--- src/rtl/nibble_microprocessor_pkg.sv ---
// Shared definitions for the switch-programmed nibble processor:
// opcodes, entry FSM states and 7-segment glyphs ({g,f,e,d,c,b,a}, active-high).
package nibble_microprocessor_pkg;

  typedef enum logic [2:0] {
    ST_IDLE,
    ST_OP,
    ST_RS,
    ST_RT,
    ST_RD,
    ST_READY,
    ST_EXEC
  } state_t;

  localparam logic [3:0] OP_NOP   = 4'h0;
  localparam logic [3:0] OP_WRITE = 4'h1;
  localparam logic [3:0] OP_READ  = 4'h2;
  localparam logic [3:0] OP_COPY  = 4'h3;
  localparam logic [3:0] OP_NOT   = 4'h4;
  localparam logic [3:0] OP_AND   = 4'h5;
  localparam logic [3:0] OP_OR    = 4'h6;
  localparam logic [3:0] OP_XOR   = 4'h7;
  localparam logic [3:0] OP_NAND  = 4'h8;
  localparam logic [3:0] OP_NOR   = 4'h9;
  localparam logic [3:0] OP_ADD   = 4'hA;
  localparam logic [3:0] OP_SUB   = 4'hB;
  localparam logic [3:0] OP_ADDI  = 4'hC;
  localparam logic [3:0] OP_SUBI  = 4'hD;
  localparam logic [3:0] OP_SHL   = 4'hE;
  localparam logic [3:0] OP_SHR   = 4'hF;

  localparam logic [6:0] SEG_BLANK = 7'h00;
  localparam logic [6:0] SEG_MINUS = 7'h40;

  function automatic logic [6:0] hex_glyph(input logic [3:0] v);
    logic [6:0] g;
    unique case (v)
      4'h0: g = 7'h3F;
      4'h1: g = 7'h06;
      4'h2: g = 7'h5B;
      4'h3: g = 7'h4F;
      4'h4: g = 7'h66;
      4'h5: g = 7'h6D;
      4'h6: g = 7'h7D;
      4'h7: g = 7'h07;
      4'h8: g = 7'h7F;
      4'h9: g = 7'h6F;
      4'hA: g = 7'h77;
      4'hB: g = 7'h7C;
      4'hC: g = 7'h39;
      4'hD: g = 7'h5E;
      4'hE: g = 7'h79;
      default: g = 7'h71;
    endcase
    return g;
  endfunction

endpackage

--- src/rtl/nibble_microprocessor_if.sv ---
// Board-side signal bundle: switch/button/blink inputs and LED/7-segment outputs.
interface nibble_microprocessor_if;
  logic       clk_10;
  logic [3:0] sw;
  logic [3:0] btn;
  logic [3:0] led;
  logic [1:0] seg_en;
  logic [6:0] seg_ab;
  logic [6:0] seg_cd;

  modport master (output clk_10, sw, btn, input led, seg_en, seg_ab, seg_cd);
  modport slave  (input clk_10, sw, btn, output led, seg_en, seg_ab, seg_cd);
endinterface

--- src/rtl/nibble_microprocessor_seg7_decode.sv ---
// 4-bit value to hexadecimal 7-segment glyph.
module seg7_decode
  import nibble_microprocessor_pkg::*;
(
  input  logic [3:0] value,
  output logic [6:0] seg
);
  assign seg = hex_glyph(value);
endmodule

--- src/rtl/nibble_microprocessor.sv ---
// Top level: synchronised switch/button entry of {op,rs,rt,rd}, 16x4 register file,
// ALU with signed-overflow blink, and multiplexed 7-segment display pairs.
module nibble_microprocessor
  import nibble_microprocessor_pkg::*;
#(
  parameter int unsigned REFRESH_BITS = 16,
  parameter int unsigned SYNC_STAGES  = 2
)(
  input  logic                    clk,
  input  logic                    rst_n,
  nibble_microprocessor_if.slave  bus
);

  // {clk_10, sw[3:0], btn[1:0]}; btn[3:2] carry no function
  logic [6:0] sync_q [SYNC_STAGES];
  logic [6:0] sync_out;
  logic       unused_btn;
  logic       clk10_s;
  logic [3:0] sw_s;
  logic [1:0] btn_s, btn_prev_q, btn_evt;
  logic       step, cancel;

  assign unused_btn = ^bus.btn[3:2];

  always_ff @(posedge clk or negedge rst_n) begin
    if (!rst_n) begin
      for (int unsigned i = 0; i < SYNC_STAGES; i++) sync_q[i] <= '0;
      btn_prev_q <= '0;
    end else begin
      sync_q[0] <= {bus.clk_10, bus.sw, bus.btn[1:0]};
      for (int unsigned i = 1; i < SYNC_STAGES; i++) sync_q[i] <= sync_q[i-1];
      btn_prev_q <= btn_s;
    end
  end

  assign sync_out = sync_q[SYNC_STAGES-1];
  assign clk10_s  = sync_out[6];
  assign sw_s     = sync_out[5:2];
  assign btn_s    = sync_out[1:0];
  assign btn_evt  = btn_s & ~btn_prev_q;
  assign step     = btn_evt[0];
  assign cancel   = btn_evt[1];

  state_t state_q, state_d;
  logic   lat_op, lat_rs, lat_rt, lat_rd, do_exec;

  always_ff @(posedge clk or negedge rst_n) begin
    if (!rst_n) state_q <= ST_IDLE;
    else        state_q <= state_d;
  end

  always_comb begin
    state_d = state_q;
    unique case (state_q)
      ST_IDLE:  if (step) state_d = ST_OP;
      ST_EXEC:  state_d = ST_IDLE;
      ST_OP:    if (cancel) state_d = ST_IDLE; else if (step) state_d = ST_RS;
      ST_RS:    if (cancel) state_d = ST_IDLE; else if (step) state_d = ST_RT;
      ST_RT:    if (cancel) state_d = ST_IDLE; else if (step) state_d = ST_RD;
      ST_RD:    if (cancel) state_d = ST_IDLE; else if (step) state_d = ST_READY;
      ST_READY: if (cancel) state_d = ST_IDLE; else if (step) state_d = ST_EXEC;
      default:  state_d = ST_IDLE;
    endcase
  end

  always_comb begin
    lat_op  = (state_q == ST_OP) && step && !cancel;
    lat_rs  = (state_q == ST_RS) && step && !cancel;
    lat_rt  = (state_q == ST_RT) && step && !cancel;
    lat_rd  = (state_q == ST_RD) && step && !cancel;
    do_exec = (state_q == ST_EXEC);
  end

  logic [3:0] op_q, rs_q, rt_q, rd_q, result_q;
  logic       ovf_q;
  logic [3:0] regs_q [16];
  logic [3:0] a, b, b_sel, add_res, sub_res, alu_res;
  logic       alu_ovf, alu_wr;

  assign a       = regs_q[rs_q];
  assign b       = regs_q[rt_q];
  assign b_sel   = (op_q == OP_ADD || op_q == OP_SUB) ? b : rt_q;
  assign add_res = a + b_sel;
  assign sub_res = a - b_sel;

  always_comb begin
    alu_res = result_q;
    alu_ovf = 1'b0;
    alu_wr  = 1'b1;
    unique case (op_q)
      OP_NOP:   begin alu_wr = 1'b0; alu_ovf = ovf_q; end
      OP_WRITE: alu_res = rt_q;
      OP_READ:  begin alu_res = a; alu_wr = 1'b0; end
      OP_COPY:  alu_res = a;
      OP_NOT:   alu_res = ~a;
      OP_AND:   alu_res = a & b;
      OP_OR:    alu_res = a | b;
      OP_XOR:   alu_res = a ^ b;
      OP_NAND:  alu_res = ~(a & b);
      OP_NOR:   alu_res = ~(a | b);
      OP_ADD, OP_ADDI: begin
        alu_res = add_res;
        alu_ovf = (a[3] == b_sel[3]) && (add_res[3] != a[3]);
      end
      OP_SUB, OP_SUBI: begin
        alu_res = sub_res;
        alu_ovf = (a[3] != b_sel[3]) && (sub_res[3] != a[3]);
      end
      OP_SHL:   alu_res = a << rt_q;
      default:  alu_res = a >> rt_q;
    endcase
  end

  always_ff @(posedge clk or negedge rst_n) begin
    if (!rst_n) begin
      op_q     <= '0;
      rs_q     <= '0;
      rt_q     <= '0;
      rd_q     <= '0;
      result_q <= '0;
      ovf_q    <= 1'b0;
      for (int unsigned i = 0; i < 16; i++) regs_q[i] <= '0;
    end else begin
      if (lat_op) op_q <= sw_s;
      if (lat_rs) rs_q <= sw_s;
      if (lat_rt) rt_q <= sw_s;
      if (lat_rd) rd_q <= sw_s;
      if (do_exec && op_q != OP_NOP) begin
        result_q <= alu_res;
        ovf_q    <= alu_ovf;
        if (alu_wr) regs_q[rd_q] <= alu_res;
      end
    end
  end

  logic [REFRESH_BITS-1:0] refresh_q;
  logic [1:0]              seg_en_q;
  logic [3:0]              mag;
  logic [6:0]              op_glyph, rd_glyph, mag_glyph, sign_glyph;

  always_ff @(posedge clk or negedge rst_n) begin
    if (!rst_n) begin
      refresh_q <= '0;
      seg_en_q  <= 2'b01;
    end else begin
      refresh_q <= refresh_q + 1'b1;
      if (&refresh_q) seg_en_q <= {seg_en_q[0], seg_en_q[1]};
    end
  end

  // -8 negates to itself and still reads as 8 on the hex glyph
  assign mag        = result_q[3] ? (~result_q + 4'd1) : result_q;
  assign sign_glyph = result_q[3] ? SEG_MINUS : SEG_BLANK;

  seg7_decode u_op_dec  (.value(op_q), .seg(op_glyph));
  seg7_decode u_rd_dec  (.value(rd_q), .seg(rd_glyph));
  seg7_decode u_mag_dec (.value(mag),  .seg(mag_glyph));

  assign bus.led    = ovf_q ? (result_q & {4{clk10_s}}) : result_q;
  assign bus.seg_en = seg_en_q;
  assign bus.seg_ab = seg_en_q[0] ? rd_glyph  : op_glyph;
  assign bus.seg_cd = seg_en_q[0] ? mag_glyph : sign_glyph;

endmodule

--- src/flat_wrapper.sv ---
// flat-port wrapper written by rule: the top's interface ports become plain ports
module nibble_microprocessor_flat import nibble_microprocessor_pkg::*;
#(
  parameter int unsigned REFRESH_BITS = 16,
  parameter int unsigned SYNC_STAGES  = 2
)
  (clk, rst_n, bus_clk_10, bus_sw, bus_btn, bus_led, bus_seg_en, bus_seg_ab, bus_seg_cd);
  nibble_microprocessor_if bus_i ();
  input  logic clk;
  input  logic rst_n;
  input wire logic [$bits(bus_i.clk_10)-1:0] bus_clk_10;
  input wire logic [$bits(bus_i.sw)-1:0] bus_sw;
  input wire logic [$bits(bus_i.btn)-1:0] bus_btn;
  output wire logic [$bits(bus_i.led)-1:0] bus_led;
  output wire logic [$bits(bus_i.seg_en)-1:0] bus_seg_en;
  output wire logic [$bits(bus_i.seg_ab)-1:0] bus_seg_ab;
  output wire logic [$bits(bus_i.seg_cd)-1:0] bus_seg_cd;
  assign bus_i.clk_10 = bus_clk_10;
  assign bus_i.sw = bus_sw;
  assign bus_i.btn = bus_btn;
  assign bus_led = bus_i.led;
  assign bus_seg_en = bus_i.seg_en;
  assign bus_seg_ab = bus_i.seg_ab;
  assign bus_seg_cd = bus_i.seg_cd;
  nibble_microprocessor #(.REFRESH_BITS(REFRESH_BITS), .SYNC_STAGES(SYNC_STAGES)) u_core (.clk(clk), .rst_n(rst_n), .bus(bus_i));
endmodule
--- config.mk ---
export PLATFORM = sky130hd
export DESIGN_NAME = nibble_microprocessor_flat
export DESIGN_NICKNAME = d
export VERILOG_FILES = /design/src/rtl/nibble_microprocessor_pkg.sv /design/src/rtl/nibble_microprocessor_if.sv /design/src/rtl/nibble_microprocessor_seg7_decode.sv /design/src/rtl/nibble_microprocessor.sv /design/src/flat_wrapper.sv
export SDC_FILE = /design/constraint.sdc
export NUM_CORES = 1
export LEC_CHECK = 0
export ABC_AREA = 1
export CORE_ASPECT_RATIO = 1.75
export CORE_MARGIN = 5
export CORE_UTILIZATION = 56
export DETAILED_ROUTE_END_ITERATION = 8
export PLACE_DENSITY = 0.77
export SLEW_MARGIN = 40
export SYNTH_ARGS = -nofsm -noshare
export SYNTH_HDL_FRONTEND = slang
export SYNTH_SLANG_ARGS = --single-unit
--- constraint.sdc ---
create_clock -name clk -period 3.35 [get_ports clk]
set_input_delay 0.335 -clock clk [delete_from_list [all_inputs] [get_ports clk]]
set_output_delay 0.335 -clock clk [all_outputs]
set_load 0.03 [all_outputs]
; After elaboration in Yosys (flattened, before gate mapping)
; Memory sizes are Yosys's and may differ from the RTL's.
; Index checks and enable logic that the tools add are counted.
[word_totals]
reg_bits = 122
rom_bits = 336
input_bits = 11
out_inout_bits = 20
wordCells = 140
n_memories = 3
[op_classes]
n_addsub = 4
n_lt_le_gt_ge = 4
eq_ne = 30
shift = 2
mux = 29
bitwise_logic = 15
reduce_logical = 25
[mem_list]
columns = memory, depth, word_bits, rd, rd_clocked_by_memory_dff, write_ports, line
row1 = (no name shown), 16, 7, 1, 0, 0, nibble_microprocessor_pkg.sv:37  ; unique case (v)
row2 = (no name shown), 16, 7, 1, 0, 0, nibble_microprocessor_pkg.sv:37
row3 = (no name shown), 16, 7, 1, 0, 0, nibble_microprocessor_pkg.sv:37
[ops]
columns = cell, n
row1 = bitwise mux 64 bit, 1
row2 = one-hot mux 4 bit (12 select lines), 1
row3 = two-way mux 3 bit, 11
row4 = binary-select mux 4 bit (select 4 bit), 2
row5 = two-way mux 4 bit, 8
row6 = == test 4 bit (second input constant), 7
row7 = two-way mux 7 bit, 3
row8 = one-hot mux 3 bit (6 select lines), 1
row9 = adder 16 x 1 -> 16 bit (second input constant), 1
row10 = demux 4 bit (select 4 bit), 1
row11 = == test 4 x 3 -> 1 bit (second input constant), 4
row12 = NOT 4 bit, 4
row13 = AND reduction 16 bit, 1
row14 = greater-or-equal comparator 5 bit (second input constant), 3
row15 = != test 3 x 1 -> 1 bit (second input constant), 5
row16 = NOT 4 -> 5 bit, 3
row17 = logical AND 1 bit, 12
row18 = == test 3 bit (second input constant), 3
row19 = bitwise AND 4 bit, 2
row20 = == test 4 x 2 -> 1 bit (second input constant), 2
row21 = OR reduction 2 bit, 4
row22 = == test 3 x 2 -> 1 bit (second input constant), 2
row23 = AND reduction 6 bit, 1
row24 = less-than comparator 5 x 1 -> 1 bit (second input constant), 1
row25 = 22 further kinds, 26

; Depth between registers and ports, before layout
; Gate-level depths: netlist of the first run.
[depth]
word_depth = 9
ltp_mapped = 27
depth_no_buf = 23

; By module
; A second synthesis of the first run with hierarchy kept.
[unflattened]
cells_unflattened = 1191
area_unflattened_um2 = 8161.6
[by_module_without_submodules]
columns = mod, instances, cells_per_inst, area_per_inst_um2, seq_area_each_um2
row1 = nibble_microprocessor, 1, 1029, 7305.8, 3054.2
row2 = seg7_decode, 3, 54, 285.3, 0.0

; Worst setup path before layout of the first run
; Ideal clock, no wire load.
[synth_timing]
kind = register -> register
from = register u_core.rt_q[0]
to = register u_core.regs_q[41] (netlist name)
setup_time_ns = 0.130
arrival_ns = 3.359
t_required_ns = 3.220
setup_slack_ns = -0.139
stages_incl_launch_ff = 23
synth_period_minus_slack_ns = 3.489
cell_sequence = dfrtp_1 buf_4 buf_2 clkbuf_1 clkbuf_1 nand2_1 o211ai_1 nand3_1 nand3_1 nand2_1 nand2_1 o21ai_0 ha_1 inv_1 fa_1 a22o_1 nor3_1 nand3_1 a21oi_1 nand3_2 buf_2 nand2_1 o21ai_0
[synth_between]
elab_chain_cells = 8
[synth_rtl]
columns = element, line
row1 = start: declaration, nibble_microprocessor.sv:74  ; logic [3:0] op_q, rs_q, rt_q, rd_q, result_q;
row2 = start signal: assignment, nibble_microprocessor.sv:126  ; if (lat_rt) rt_q <= sw_s;
row3 = NOT 4 -> 5 bit (implied by the code), nibble_microprocessor.sv:81  ; assign b = regs_q[rt_q];
row4 = binary-select mux 4 bit (select 4 bit), nibble_microprocessor.sv:81
row5 = two-way mux 4 bit (implied by the code) (2 in series), nibble_microprocessor.sv:81
row6 = two-way mux 4 bit (tied with other cells), nibble_microprocessor.sv:82  ; assign b_sel = (op_q == OP_ADD || op_q == OP_SUB) ? b : rt_q;
row7 = subtractor 4 bit (tied with other cells), nibble_microprocessor.sv:84  ; assign sub_res = a - b_sel;
row8 = one-hot mux 4 bit (12 select lines) (*), nibble_microprocessor.sv:90  ; unique case (op_q)
row9 = bitwise mux 64 bit (*), nibble_microprocessor.sv:131  ; if (alu_wr) regs_q[rd_q] <= alu_res;
row10 = end signal: indexed assignment, nibble_microprocessor.sv:131
row11 = end: declaration, nibble_microprocessor.sv:76  ; logic [3:0] regs_q [16];
; Mark *: on every way between the ends. The rest lies on a longest branch, timed or not. The select of a mux whose other input is x is not followed.
; A chain may end at the register's enable or synchronous reset.

; Worst setup path after layout of the first run
[layout_timing]
from = register u_core.rt_q[0]
to = register u_core.regs_q[18] (netlist name)
; Same word-level chain as after synthesis.

==> run_results.csv, run 1 <==
group,metric,value,unit
status,run_status,"completed",
power,totalPowerFinal,0.0103,W
yosys,sequential_area_share_after_synthesis,0.395,
yosys,synthesis.area,0.00773,mm^2
layout,antenna-diode-count,0,
worst_setup_path,timing.critical_path.fanout_max,9,
worst_setup_path,cp.arrival,3.63,ns
yosys,synth-simple-area-share,0.295,
worst_setup_path,worst_path_most_repeated_cell,"nand2_1",
floorplanning,design.core.area,0.0135,mm^2
yosys,synth_compound_gate_area_share,0.133,
sta,timing.clock.skew,0.00983,ns
route,drtAntennaViolNets,0,
layout,fill_cells,1092,
clock_tree,htreeDepth,4,
global_route,gr-usage-all-layers,0.298,
worst_hold_path,hold_path.class,"in2reg",
run,max-cap-violations,0,
clock_tree,worst_setup_hold_path_clk_slew,0.06,ns
yosys,synth_area_leaders,"dfrtp_1 (39%), nand2_1 (16%), nand3_1 (6.8%), inv_1 (6.5%), o21ai_0 (6.1%)",
global_route,grt_start_max_net_pins,51,
floorplanning,die_outline_area,0.0164,mm^2
worst_setup_path,start_kind,"flip-flop",
layout,finish.net_count,1206,
route,routed-via-count,7658,
floorplanning,io_pins,31,
yosys,synth_largest_area_cell,"dfrtp_1",
clock_tree,numClockSinks,122,
route,routed_wire_length_per_instance,17.5,um
yosys,synth_top_family_by_area,"simple AND/OR/NAND/NOR gates",
sta,worstMarginPinSlew,0.628,ns
clock_tree,tritoncts,"done",
yosys,yosys_warnings,0,
sta,tns,0,ns
place,port_buffers,28,
clock_tree,cts_root_buffer,"clkbuf_16",
yosys,synth_ff_type,"dfrtp_1",
route,route.detailed.drc,0,
place,detailed_place_hpwl,16700,um
floorplanning,effective_utilization_at_floorplan,0.572,
sta,finalSetupViolCount,0,
floorplanning,die_h,165,um
route,dr.pass1.iters,6,
clock_tree,cts_buffer_depth,2,
yosys,synthesis_stage_register_bit_count,122,
power,power.static_leakage,4.66,nW
place,place.gp.congestion,0.976,
yosys,postSynthCellCount,1075,
clock_tree,worstSkewPairLatency,0.42,ns
floorplanning,die-width,98.8,um
sta,final_hold_viol_count,0,
sta,worst_slew_margin_rel,0.581,
yosys,synth_enable_flop_cells,0,
route,detailedRoute.firstIterationViolations,653,
yosys,synthDominantCellAreaShare,0.391,
sta,rsz0062_at_grt,"true",
yosys,mean_cell_area_of_the_mapped_netlist,7.20,um^2
layout,layout-drive-gt1-share,0.149,
yosys,synth.lib_cells_used.distinct,46,
yosys,muxShareOfSynthArea,0.00275,
sta,finalMaxSlewViolations,0,
worst_setup_path,path_class,"reg2reg",
power,power-per-cell-area,1080,mW/mm^2
worst_setup_path,cpMaxStageDelayCell,"dfrtp_2",
yosys,most_common_cell_in_the_netlist,"nand2_1",
yosys,synth_area_in_xor_xnor,0.0159,
layout,syn2layout_area_growth,22.4,%
power,worst_ir_drop_vdd,699,uV
yosys,synth.top_cells.by_count,"nand2_1 (320), inv_1 (134), dfrtp_1 (121)",
floorplanning,placementRows,56,
global_route,globalRoute.totalOverflow,0,
route,drt_wl_total,23500,um
global_route,grt_first_pass_wirelength,38200,um
worst_setup_path,critical_path.cell_chain,"buf_6, buf_12, o211ai_1, nand3_1, nand3_1, nand2_1, nand2_1, o21ai_2, ha_2, fa_2, xnor2_2, nand2_1, o21ai_2, nor4_2, nand2_1, a21oi_2, nand3_2, buf_6, nand2_1, o21ai_0",
yosys,synth_nets,1123,
clock_tree,tritoncts.num_buffers,17,
yosys,synth_fa_ha_area_frac,0.0618,
route,avgViaCountPerCell,5.69,
worst_setup_path,cp.required,3.65,ns
global_route,vias_in_the_first_global_route,7845,
worst_setup_path,max_stage_delay,0.45,ns
sta,timing.final.crit_share,0.994,
sta,achievable-frequency,300,MHz
global_route,antenna_violations_before_repair,0,
sta,finalWorstPathRequiredPeriod,3.33,ns
yosys,asyncSetResetFlopFracSynth,1.00,
worst_setup_path,crit_path_end_kind,"flip-flop",
final timing paths:
check | from | endpoint | slack [ns] | cells after the start
min reg2reg | u_core.sync_q[8] | u_core.sync_out[1] | 0.35 | 0
min in group asynchronous | rst_n | u_core.regs_q[48] | 0.48 | 2
max reg2reg | u_core.rt_q[0] | u_core.regs_q[18] | 0.02 | 20
max in group asynchronous | rst_n | u_core.bus.seg_en[0] | 2.02 | 3
max | u_core.rt_q[0] | u_core.regs_q[18] | 0.02 | 20
min | bus_btn[0] | u_core.sync_q[7] | 0.34 | 1
per-stage QoR:
stage | hold WS, ns | worst slack, ns | cells | cell area (um^2) | utilization
2_1_floorplan | 0.0394 | 0.0131 | 1075 | 7740 | -
3_3_place_gp | 0.332 | -0.192 | 1300 | 8550 | 0.632
3_5_place_dp | 0.336 | -0.242 | 1300 | 8550 | 0.632
4_1_cts | 0.343 | -0.00622 | 1342 | 9320 | 0.689
5_1_grt | 0.343 | -0.120 | 1345 | 9470 | 0.700
6_report | 0.342 | 0.0187 | 1345 | 9470 | 0.700
cells by family (layout without fill, tap and decap cells):
kind of cell,count (synthesis),count (layout)
AO/OA/AOI/OAI,185,185
XOR/XNOR,14,14
adder cells (fa/ha/maj),37,37
buffers and inverters,179,275
flip-flops,122,122
multiplexers,2,2
AND/OR/NAND/NOR,536,536
cell usage in the layout, fill, tap and decap left out, types with 3 or more instances in the layout:
cell type / n
a21oi_1: 39
a21oi_2: 6
a221oi_1: 4
a31oi_1: 3
buf_12: 10
buf_4: 52
buf_6: 7
bufinv_16: 3
clkbuf_16: 17
clkdlybuf4s50_1: 22
clkinv_4: 4
dfrtp_1: 120
dlymetal6s2s_1: 4
ha_1: 32
inv_1: 130
inv_2: 13
inv_6: 3
nand2_1: 318
nand2_2: 7
nand3_1: 104
nand3_2: 5
nand4_1: 3
nor2_1: 61
nor2_2: 10
nor3_1: 9
nor4_1: 3
o211ai_1: 11
o21ai_0: 80
o21ai_1: 16
o21ai_2: 5
o22ai_1: 7
or2_2: 7
xnor2_1: 4
xor2_1: 8
per-layer routing:
metal | share of wire | global-route usage | routed length (um) | up-vias
li1 | - | - | - | 3636
met5 | 0 | 0 | 0 | -
met1 | 0.35 | 0.304 | 8290 | 3548
met3 | 0.055 | 0.0467 | 1290 | 141
met2 | 0.51 | 0.534 | 12100 | 333
met4 | 0.078 | 0.231 | 1840 | 0
critical path: cells and delay by family, from the launching register on:
family                     cells  cell delay (ns)
and+or+nand+nor                9             1.00
adders and majority gates      2             0.59
AOI/OAI and AO/OA              5             0.53
buffers and inverters          3             0.49
DFF                            1             0.45
xor gates and xnor gates       1             0.15
registers in the layout, summed over array words and instances (netlist names):
register and cells:
u_core.sync_out 7, u_core.result_q 4, u_core.bus.seg_en 2, u_core.rd_q 4, u_core.state_q 3, u_core.ovf_q 1, u_core.rs_q 4, u_core.btn_prev_q 2
u_core.regs_q 64, u_core.op_q 4, u_core.rt_q 4, u_core.refresh_q 16, u_core.sync_q 7
timing repair:
| item | CTS | global route |
|---|---|---|
| buffers inserted | 9 | 2 |
| resized for setup | 26 | 42 |
| endpoints found under the setup margin | 47 | 56 |
| hold endpoints to repair | 43 | 0 |
| hold buffers | 1 | 0 |
| cloned | 0 | 1 |
| pin swaps | 14 | 10 |
power by group:
group	switching, W	internal, W	leakage (nW)
sequential	0.000174	0.00161	1.63
clock	0.000751	0.00119	0.296
combinational	0.00390	0.00263	2.73
total	0.00483	0.00543	4.66
area by class of cell:
type                            instances  area [um^2]  area share
Tap cell                              174          218      0.0230
Clock buffer                           18          429      0.0453
Multi-Input combinational cell        774         4050       0.428
Timing Repair Buffer                   99          985       0.104
Inverter                              144          542      0.0572
Sequential cell                       122         3060       0.323
Clock inverter                         14          189      0.0200
(Power assumes the default switching activity.)
==> run 2, diff against run 1 <==
Settings changed: CAP_MARGIN from default to 20.
==> results of run 2 <==
No change in the layout: final DEF, timing and power equal those of run 1.
==> run 3, diff against run 2 <==
==> constraint.sdc (replaced) <==
create_clock -name clk -period 3.35 [get_ports clk]
set_input_delay 1.005 -clock clk [delete_from_list [all_inputs] [get_ports clk]]
set_output_delay 1.005 -clock clk [all_outputs]
set_load 0.03 [all_outputs]
==> run 3 against run 2 <==
  * The flow now finishes with violations (design-rule violations, negative setup slack)
  * Total power increased by 19%
  * Hold slack got worse by 0.0047 ns
  * Largest cell class unchanged
  * Count of clock-buffer cells in the layout unchanged
  * Combinational power grew 29%
  * Highest routed layer unchanged
  * Sequential power hardly changed
  * Sequential share of layout area fell by 2.4 points
  * Die area stayed put
  * Critical endpoint is now u_core.regs_q[23]
  * Worst setup slack lost 0.16 ns
  * Clock skew is 0.0033 ns higher
  * Fmax down 4.7%
  * Clock power grew 4%
==> run_results.csv, run 3 (synthesis gave the netlist of run 1 again) <==
group,metric,value,unit
status,run_status,"complete, but fails checks",
status,failed_checks,"design-rule violations, negative setup slack",
power,seqPwrFrac,0.146,
layout,layout.cells.most_common_list,"nand2_1 (266), inv_1 (123), dfrtp_1 (120)",
route,avgViaCountPerCell,6.06,
place,port_buffers,28,
layout,end_of_flow_core_utilization,0.755,
worst_setup_path,number_of_cells_traversed_by_the_worst_register_to_register_path,26,
power,swShare,0.480,
clock_tree,worst_setup_hold_path_clk_slew,0.07,ns
clock_tree,cts_buffer_depth,2,
floorplanning,die_h,165,um
sta,final_hold_viol_count,0,
layout,finish.instance_area,0.0102,mm^2
sta,finalWorstSetupSlack,-0.146,ns
floorplanning,design.core.area,0.0135,mm^2
layout,antenna-diode-count,0,
sta,worst_slew_margin_rel,0.504,
worst_hold_path,hold_path.class,"reg2reg",
route,route.detailed.drc,1,
power,total_switching_power,0.00587,W
worst_setup_path,path_class,"reg2reg",
clock_tree,numClockSinks,122,
layout,most_frequent_standard_cell_in_the_layout_excluding_fill_and_tap_cells,"nand2_1",
layout,reg_top3,"u_core.regs_q: 64 flops, u_core.refresh_q: 16 flops",
layout,top_register,"u_core.regs_q",
sta,finalWorstPathRequiredPeriod,3.50,ns
sta,timing.final.crit_share,1.04,
layout,finish.net_count,1241,
power,power.share.clock,0.164,
power,totalPowerFinal,0.0122,W
clock_tree,tritoncts.num_buffers,17,
power,power.combinational.fraction,0.690,
worst_setup_path,crit_path_end_kind,"flip-flop",
floorplanning,effective_utilization_at_floorplan,0.572,
worst_setup_path,cp.arrival,3.81,ns
layout,layout-drive-gt1-share,0.253,
global_route,grt_start_max_net_pins,50,
power,power-per-cell-area,1200,mW/mm^2
sta,tns,-4.00,ns
place,placed_cell_area,0.00878,mm^2
worst_hold_path,hold_crit_depth,0,
sta,finalMaxSlewViolations,0,
worst_setup_path,cp.required,3.67,ns
route,drt_wl_total,27100,um
layout,syn2layout_area_growth,32.1,%
run,max-cap-violations,0,
place,detailed_place_hpwl,17300,um
global_route,grt_first_pass_wirelength,39900,um
worst_setup_path,timing.critical_path.fanout_max,8,
power,worst_ir_drop_vdd,677,uV
global_route,vias_in_the_first_global_route,8174,
route,routed-via-count,8358,
route,routed_wire_length_per_instance,19.7,um
floorplanning,io_pins,31,
floorplanning,die_outline_area,0.0164,mm^2
global_route,gr-usage-all-layers,0.314,
sta,achievable-frequency,286,MHz
worst_setup_path,start_kind,"flip-flop",
clock_tree,tritoncts,"done",
clock_tree,worstSkewPairLatency,0.43,ns
global_route,antenna_violations_before_repair,0,
layout,largest_reg_flops,64,
floorplanning,die-width,98.8,um
power,internal_power_of_the_cells,0.00637,W
worst_setup_path,worst_path_most_repeated_cell,"nand2_1",
global_route,globalRoute.totalOverflow,0,
layout,fill_cells,902,
sta,finalSetupViolCount,48,
floorplanning,placementRows,56,
clock_tree,cts_root_buffer,"clkbuf_16",
clock_tree,ctsHoldBuffers,0,
sta,worstMarginPinSlew,0.742,ns
worst_setup_path,cpMaxStageDelayCell,"dfrtp_2",
sta,rsz0062_at_grt,"true",
sta,timing.clock.skew,0.0131,ns
clock_tree,htreeDepth,4,
place,place.gp.congestion,1.02,
worst_setup_path,max_stage_delay,0.47,ns
route,drtAntennaViolNets,0,
power,power.static_leakage,5.01,nW
route,dr.pass1.iters,9,
route,detailedRoute.firstIterationViolations,1138,
run 3: changes by cell type in the layout (fill, tap and decap cells not counted), sizes merged, moves of 2 or more:
| cell | change |
|---|---|
| clkbuf | +4 |
| buf | +35 |
| dlygate4sd2 | +5 |
| inv | -2 |
| clkdlybuf4s50 | -9 |
| clkdlybuf4s15 | +2 |
| dlymetal6s2s | -3 |
run 3: layer usage:
metal	up-vias	routed length [um]	global-route usage
met4	0	2680	0.260
li1	3709	-	-
met1	3888	8890	0.311
met5	-	0	0
met3	223	1930	0.0668
met2	538	13600	0.553
run 3: path summary, 6_finish.rpt:
| path | from | endpoint | slack, ns |
|---|---|---|---|
| setup / recovery | u_core.rt_q[0] | u_core.regs_q[23] | -0.15 |
| hold / removal | u_core.sync_q[12] | u_core.sync_out[5] | 0.34 |
| setup reg to reg | u_core.rt_q[0] | u_core.regs_q[23] | -0.15 |
| hold reg to reg | u_core.sync_q[12] | u_core.sync_out[5] | 0.34 |
| max in group asynchronous | rst_n | u_core.rt_q[0] | 2.08 |
| min in group asynchronous | rst_n | u_core.regs_q[55] | 0.59 |
run 3: final cells by class:
| type | instances | area (um^2) | share of cell area |
|---|---|---|---|
| clock buffers | 18 | 439 | 0.0430 |
| flip-flops and latches | 122 | 3060 | 0.299 |
| clock inverters | 13 | 191 | 0.0187 |
| multi-input cells | 774 | 4420 | 0.433 |
| repair buffers | 134 | 1340 | 0.131 |
| inverters | 144 | 547 | 0.0535 |
| well taps | 174 | 218 | 0.0213 |
run 3: power by group through the flow:
stage	logic, W	clock network (W)	registers (W)
finish	0.00844	0.00201	0.00179
global route	0.00885	0.00208	0.00180
CTS	0.00639	0.00200	0.00177
detailed placement	0.00593	0	0.00179
global placement	0.00584	0	0.00178
floorplan	0.00354	0	0.00173
run 3: worst max-delay path: cells and delay by family, from the launching register on:
family          cells  cell delay (ns)
compound gates      4             0.33
flops               1             0.47
fa+ha+maj           1             0.30
buf+inv             8             1.04
simple gates       13             1.22
run 3: stage by stage:
step | instances | hold WS (ns) | worst slack (ns)
after floorplan | 1075 | 0.331 | 0.0131
after global placement | 1327 | 0.332 | -0.139
after detailed placement | 1327 | 0.336 | -0.171
after CTS | 1369 | 0.335 | -0.108
after global routing | 1379 | 0.352 | -0.296
final | 1379 | 0.337 | -0.146
run 3: repair_timing:
item / 4_1_cts / 5_1_grt
pin swaps: 10 / 30
buffers inserted: 8 / 9
endpoints found under the setup margin: 64 / 80
gates resized for setup: 79 / 143
gates cloned: 3 / 4
